[src/rtl/i2s_tx_dsp_channel.sv]
// ---------------------------------------------------------------------------
// i2s_tx_dsp_channel
//
// DSP-mode (single frame-sync pulse) I2S transmit channel. Words are pulled
// from the TX FIFO into a one-word shadow per channel, moved into the shift
// register at each word boundary and serialized on one or two data lines.
// Transmission is aligned to the external frame sync with a programmable
// bit offset. Everything runs on posedge sck_i.
//
// Ports:
//   sck_i                   bit clock
//   rst_i                   asynchronous active-high reset
//   i2s_ws_i                frame-sync pulse from the external master
//   i2s_ch0_o / i2s_ch1_o   serial data lines
//   fifo_data_i             32-bit TX word, right-justified
//   fifo_data_valid_i       FIFO word available
//   fifo_data_ready_o       block accepts a word this cycle
//   fifo_err_o              one-cycle underrun pulse
//   cfg_en_i                channel enable (0 clears the block)
//   cfg_2ch_i               drive ch1 as well as ch0
//   cfg_num_bits_i          bits per word minus 1 (7/15/23/31)
//   cfg_num_word_i          words per channel minus 1 (non-continuous)
//   cfg_lsb_first_i         1 = LSB first
//   cfg_tx_continuous_i     1 = never stop
//   cfg_slave_dsp_offset_i  sck cycles between ws and the first bit
//
// Build option:
//   I2S_TX_UNDERRUN_REPEAT_EN  when defined, an underrun resends the last
//                              transmitted word instead of zeros.
// ---------------------------------------------------------------------------
module i2s_tx_dsp_channel (
   input  logic        sck_i,
   input  logic        rst_i,
   input  logic        i2s_ws_i,
   output logic        i2s_ch0_o,
   output logic        i2s_ch1_o,
   input  logic [31:0] fifo_data_i,
   input  logic        fifo_data_valid_i,
   output logic        fifo_data_ready_o,
   output logic        fifo_err_o,
   input  logic        cfg_en_i,
   input  logic        cfg_2ch_i,
   input  logic [4:0]  cfg_num_bits_i,
   input  logic [3:0]  cfg_num_word_i,
   input  logic        cfg_lsb_first_i,
   input  logic        cfg_tx_continuous_i,
   input  logic [8:0]  cfg_slave_dsp_offset_i
);

   typedef enum logic [1:0] {IDLE, OFFSET, RUN, DONE} state_t;

   state_t      state_q, state_d;

   logic [31:0] shift0_q, shift1_q;
   logic [31:0] shadow0_q, shadow1_q;
   logic        full0_q, full1_q;
   logic        loaded0_q, loaded1_q;
   logic        tgt_q;
   logic        err_q;
   logic [4:0]  bit_cnt_q;
   logic [3:0]  word_cnt_q;
   logic [8:0]  off_cnt_q;

`ifdef I2S_TX_UNDERRUN_REPEAT_EN
   logic [31:0] last0_q, last1_q;
`endif

   logic        sel1;
   logic        tgt_full;
   logic        accept;
   logic        boundary;
   logic        to_done;
   logic        reload;
   logic        pre0, pre1;
   logic        ld0, ld1;
   logic        under0, under1;
   logic [31:0] fill0, fill1;
   logic        bit0, bit1;

   function automatic logic [31:0] shift_step(input logic [31:0] s, input logic lsb);
      return lsb ? {1'b0, s[31:1]} : {s[30:0], 1'b0};
   endfunction

   // FIFO handshake: target shadow alternates ch0/ch1 only in 2-channel mode
   assign sel1              = cfg_2ch_i & tgt_q;
   assign tgt_full          = sel1 ? full1_q : full0_q;
   assign fifo_data_ready_o = cfg_en_i & (state_q != DONE) & ~tgt_full;
   assign accept            = fifo_data_valid_i & fifo_data_ready_o;

   assign boundary = (state_q == RUN) & (bit_cnt_q == cfg_num_bits_i);
   assign to_done  = boundary & (word_cnt_q == cfg_num_word_i) & ~cfg_tx_continuous_i;
   assign reload   = boundary & ~to_done;

   // IDLE preload happens once per shadow so the first bit is already on the line
   assign pre0   = (state_q == IDLE) & full0_q & ~loaded0_q;
   assign pre1   = (state_q == IDLE) & cfg_2ch_i & full1_q & ~loaded1_q;
   assign ld0    = pre0 | (reload & full0_q);
   assign ld1    = pre1 | (reload & cfg_2ch_i & full1_q);
   assign under0 = reload & ~full0_q;
   assign under1 = reload & cfg_2ch_i & ~full1_q;

`ifdef I2S_TX_UNDERRUN_REPEAT_EN
   assign fill0 = last0_q;
   assign fill1 = last1_q;
`else
   assign fill0 = '0;
   assign fill1 = '0;
`endif

   assign bit0      = cfg_lsb_first_i ? shift0_q[0] : shift0_q[cfg_num_bits_i];
   assign bit1      = cfg_lsb_first_i ? shift1_q[0] : shift1_q[cfg_num_bits_i];
   assign i2s_ch0_o = (state_q != DONE) & bit0;
   assign i2s_ch1_o = (state_q != DONE) & cfg_2ch_i & bit1;
   assign fifo_err_o = err_q;

   // State register
   always_ff @(posedge sck_i or posedge rst_i) begin
      if (rst_i) state_q <= IDLE;
      else       state_q <= state_d;
   end

   // Next-state logic
   always_comb begin
      state_d = state_q;
      case (state_q)
         IDLE: begin
            if (i2s_ws_i) state_d = (cfg_slave_dsp_offset_i == '0) ? RUN : OFFSET;
         end
         OFFSET: begin
            if (off_cnt_q == cfg_slave_dsp_offset_i) state_d = RUN;
         end
         RUN: begin
            if (to_done) state_d = DONE;
         end
         DONE: state_d = DONE;
         default: state_d = IDLE;
      endcase
      if (!cfg_en_i) state_d = IDLE;
   end

   // Datapath: shadows, shift registers, counters, underrun flag
   always_ff @(posedge sck_i or posedge rst_i) begin
      if (rst_i) begin
         shift0_q   <= '0;
         shift1_q   <= '0;
         shadow0_q  <= '0;
         shadow1_q  <= '0;
         full0_q    <= 1'b0;
         full1_q    <= 1'b0;
         loaded0_q  <= 1'b0;
         loaded1_q  <= 1'b0;
         tgt_q      <= 1'b0;
         err_q      <= 1'b0;
         bit_cnt_q  <= '0;
         word_cnt_q <= '0;
         off_cnt_q  <= '0;
`ifdef I2S_TX_UNDERRUN_REPEAT_EN
         last0_q    <= '0;
         last1_q    <= '0;
`endif
      end else if (!cfg_en_i) begin
         shift0_q   <= '0;
         shift1_q   <= '0;
         shadow0_q  <= '0;
         shadow1_q  <= '0;
         full0_q    <= 1'b0;
         full1_q    <= 1'b0;
         loaded0_q  <= 1'b0;
         loaded1_q  <= 1'b0;
         tgt_q      <= 1'b0;
         err_q      <= 1'b0;
         bit_cnt_q  <= '0;
         word_cnt_q <= '0;
         off_cnt_q  <= '0;
`ifdef I2S_TX_UNDERRUN_REPEAT_EN
         last0_q    <= '0;
         last1_q    <= '0;
`endif
      end else begin
         if (accept) begin
            if (sel1) shadow1_q <= fifo_data_i;
            else      shadow0_q <= fifo_data_i;
            tgt_q <= cfg_2ch_i & ~tgt_q;
         end

         // Emptied and refilled in the same cycle leaves the shadow full
         full0_q <= (full0_q & ~ld0) | (accept & ~sel1);
         full1_q <= (full1_q & ~ld1) | (accept & sel1);

         if (pre0) loaded0_q <= 1'b1;
         if (pre1) loaded1_q <= 1'b1;

         if (ld0) begin
            shift0_q <= shadow0_q;
`ifdef I2S_TX_UNDERRUN_REPEAT_EN
            last0_q  <= shadow0_q;
`endif
         end else if (under0) begin
            shift0_q <= fill0;
         end else if (state_q == RUN) begin
            shift0_q <= shift_step(shift0_q, cfg_lsb_first_i);
         end

         if (ld1) begin
            shift1_q <= shadow1_q;
`ifdef I2S_TX_UNDERRUN_REPEAT_EN
            last1_q  <= shadow1_q;
`endif
         end else if (under1) begin
            shift1_q <= fill1;
         end else if (state_q == RUN) begin
            shift1_q <= shift_step(shift1_q, cfg_lsb_first_i);
         end

         err_q <= under0 | under1;

         if (state_q == IDLE && i2s_ws_i) off_cnt_q <= 9'd1;
         else if (state_q == OFFSET)      off_cnt_q <= off_cnt_q + 9'd1;

         if (state_q == RUN) begin
            if (boundary) begin
               bit_cnt_q  <= '0;
               word_cnt_q <= word_cnt_q + 4'd1;
            end else begin
               bit_cnt_q  <= bit_cnt_q + 5'd1;
            end
         end
      end
   end

endmodule

[config.mk]
export PLATFORM = sky130hd
export DESIGN_NAME = i2s_tx_dsp_channel
export DESIGN_NICKNAME = d
export VERILOG_FILES = /design/src/rtl/i2s_tx_dsp_channel.sv
export SDC_FILE = /design/constraint.sdc
export NUM_CORES = 1
export LEC_CHECK = 0
export BUFFER_PORTS_ARGS = -buffer_cell sky130_fd_sc_hd__buf_2
export CAP_MARGIN = 20
export CORE_MARGIN = 2
export CORE_UTILIZATION = 45
export DETAILED_ROUTE_END_ITERATION = 7
export SLEW_MARGIN = 0
export SYNTH_ARGS = -nofsm -noshare
export SYNTH_HDL_FRONTEND = slang
export SYNTH_SLANG_ARGS = --single-unit
[constraint.sdc]
create_clock -name sck_i -period 6.9 [get_ports sck_i]
set_input_delay 1.38 -clock sck_i [delete_from_list [all_inputs] [get_ports sck_i]]
set_output_delay 1.38 -clock sck_i [all_outputs]
set_load 0.01 [all_outputs]
==> run metrics <==
run status complete, no violations; die width ~140 um; TritonCTS clock tree built; post-DP HPWL 14.4 mm; via count between 6000 and 7000; final critical-path required period approximately 4.7 ns; residual DRC count 0; DP Area 8970 um2; Fin. Hold Viols 0; HP Class flop to flop; max cap viols 0; Total Wirelength around 23 mm; max-slew headroom at the worst pin 0.340; clk sinks approximately 150; # rows 50; share of cells above drive strength 1 0.171; register area share after synthesis 0.451; Max Buffers Root-to-Sink 2; peak supply drop about 0.18 mV; area of the multi-input gates roughly 4200 um2; die area about 20000 um2; Synth cell types between 50 and 60; Die H 142 um; total CTS buffers 17; Slew @ Worst Pin approximately 0.99 ns; area grow syn2layout 11.9%; synthesized flop and latch total 154; worst r2r src state_q[0]; Max Freq 212 MHz; Clock Root Buffer clkbuf_16; post-cts sizing count 0; Ys Warns 0; Comb pwr share 0.118; GRT Total Usage 0.234; pre-CTS setup slack between 2 and 2.5 ns; Clock Power Share 0.443; final non-filler cell total around 1200; CORE AREA around 19000 um2; Flop pwr share 0.440; critical-path maximum fanout 16; final worst-path cycle share 0.684; total power roughly 2.2 mW; largest area contributor in the netlist dfrtp_1; Post-synth ARST share 1.00; synth top area cells dfrtp_1, nand2_1, a21boi_0, mux2i_1, mux2_2; Worst Skew 0.0119 ns; WL/cell between 15 and 20 um; initial antenna violation count 0; global route overflow 0; number of setup violations in the final report 0; worst hold slack 0.503 ns; Top FF cell, synth dfrtp_1; via/cell ratio 5.84; Critical Path Start Type input port; crit path DAT 3.34 ns; DR pass1 iterations 5; data required time of the worst path approximately 5.5 ns; max-slew violation count 0; initial core utilization 0.457; global-route wire length before repair between 30 and 40 mm; I/O pin count just over 60; total area of sequential cells 3850 um2; Sw Ratio 0.271; Layout Nets approximately 990; crit end category output pin; GPL Wtd Cong ~0.80; Final Util 0.512; post-CTS setup buffer count 0; Syn Nets approximately 970; Yosys top cell area share 0.451; Final TNS setup 0 ns; P_leak a little over 4 nW; Port Buffers 61; Mapped Area about 8600 um2; Mapped Cells 907; Psw about 0.6 mW; vias in the first global route about 6700; Fillers 1748; 1st-iter DRT viols ~630; hold_sp loaded1_q; CTS Hold Bufs 0; worst skew pair latency roughly 0.44 ns; Mean Syn Cell Area 9.43 um2; setup ws final between 2 and 2.5 ns; Post-synth EDFFs 0; RSZ-0062 raised after global routing no; H-Tree Depth 4; DRT antenna net count 0; Internal Power between 1.5 and 2 mW; Final Instance Area roughly 9600 um2; largest net degree at the start of global routing slightly below 90; PwrDens 228 nW/um2; WS Path Type input port to output pin; Cells after DPL between 1000 and 1500; diodes inserted 0; Worst-path clk slew roughly 0.060 ns; CP startpoint cfg_num_bits_i[0]
sequential cells by signal, indices dropped and copies added, names as in the netlist:
signal / flops
bit_cnt_q: 5
shadow0_q: 32
loaded1_q: 1
off_cnt_q: 9
tgt_q: 1
word_cnt_q: 4
state_q: 2
loaded0_q: 1
full0_q: 1
shift0_q: 32
shift1_q: 32
full1_q: 1
fifo_err_o: 1
shadow1_q: 32
power by group through the flow:
stage,registers (mW),logic (mW),clock network [mW]
6_report,0.958,0.257,0.965
5_1_grt,0.962,0.287,1.02
4_1_cts,0.957,0.260,0.982
3_5_place_dp,0.973,0.258,0
3_3_place_gp,0.974,0.257,0
2_1_floorplan,0.961,0.183,0
cells in the mapped netlist (2+ instances only):
master     count
nor4_1         3
o211ai_1      32
ha_1           3
nand4_1       10
mux2_2        31
nor3_2         2
buf_2         20
nor2b_1        6
xor2_1        15
nand2_1      183
xnor2_1       11
o2111ai_1      3
a21boi_1       7
a21oi_1       39
mux4_1         5
o21ai_0       69
clkbuf_1      47
o211a_1        2
inv_1         44
mux4_2        11
nand3_1        5
buf_1          4
and3_1         3
mux2i_1       37
o221ai_1      32
nand2b_1       4
nor3b_1        3
and2_1         8
nor2_1        29
dfrtp_1      154
a21boi_0      59
nor3_1         4
buf_4          4
area by class of cell:
type	instances	area share
Multi-Input combinational cell	633	0.441
Clock buffer	17	0.0444
Inverter	44	0.0178
Clock inverter	14	0.0183
Tap cell	234	0.0306
Sequential cell	154	0.403
Timing Repair Buffer	78	0.0452
critical path: stages:
cell     delay [ns]
buf_2          0.38
mux4_1         0.61
mux2_2         0.27
a32oi_1        0.20
o21ai_1        0.09
o221a_1        0.25
buf_2          0.15
layer usage:
layer  wire length (um)  track usage
met4                292       0.0658
met3                928       0.0368
met2              10200        0.356
met5                  0            0
met1              11100        0.347
cell usage in the layout, fill, tap and decap left out, types with 4 or more instances in the layout:
master     netlist  final
nand2_1        183    183
dfrtp_1        154    154
o21ai_0         69     69
buf_2           20     61
a21boi_0        59     59
inv_1           44     43
a21oi_1         39     38
mux2i_1         37     37
o211ai_1        32     32
o221ai_1        32     32
mux2_2          31     31
nor2_1          29     26
clkbuf_16        0     17
buf_4            4     17
xor2_1          15     15
xnor2_1         11     11
mux4_2          11     11
nand4_1         10     10
and2_1           8      8
a21boi_1         7      7
nand3_1          5      5
nor2b_1          6      5
mux4_1           5      5
clkinv_4         0      5
nand2b_1         4      4
nor3_1           4      4
path summary, 6_finish.rpt:
check,to,slack (ns),cells past startpoint
worst max register to register,shift0_q[2],3.99,6
worst min-delay path,loaded1_q,0.50,1
min in group asynchronous,word_cnt_q[2],1.10,2
max in group asynchronous,shift1_q[29],4.39,3
worst min register to register,loaded1_q,0.50,1
worst max-delay path,i2s_ch0_o,2.18,7
cells by family after synthesis:
| family | after synthesis | share of synthesized area |
|---|---|---|
| and+or+nand+nor | 263 | 0.130 |
| AOI/OAI and AO/OA | 257 | 0.201 |
| DFF | 154 | 0.451 |
| buffers and inverters | 120 | 0.0582 |
| muxes | 84 | 0.128 |
| xor gates and xnor gates | 26 | 0.0266 |
| adders and majority gates | 3 | 0.00439 |
Note: power is estimated with default switching activity, not from simulation.
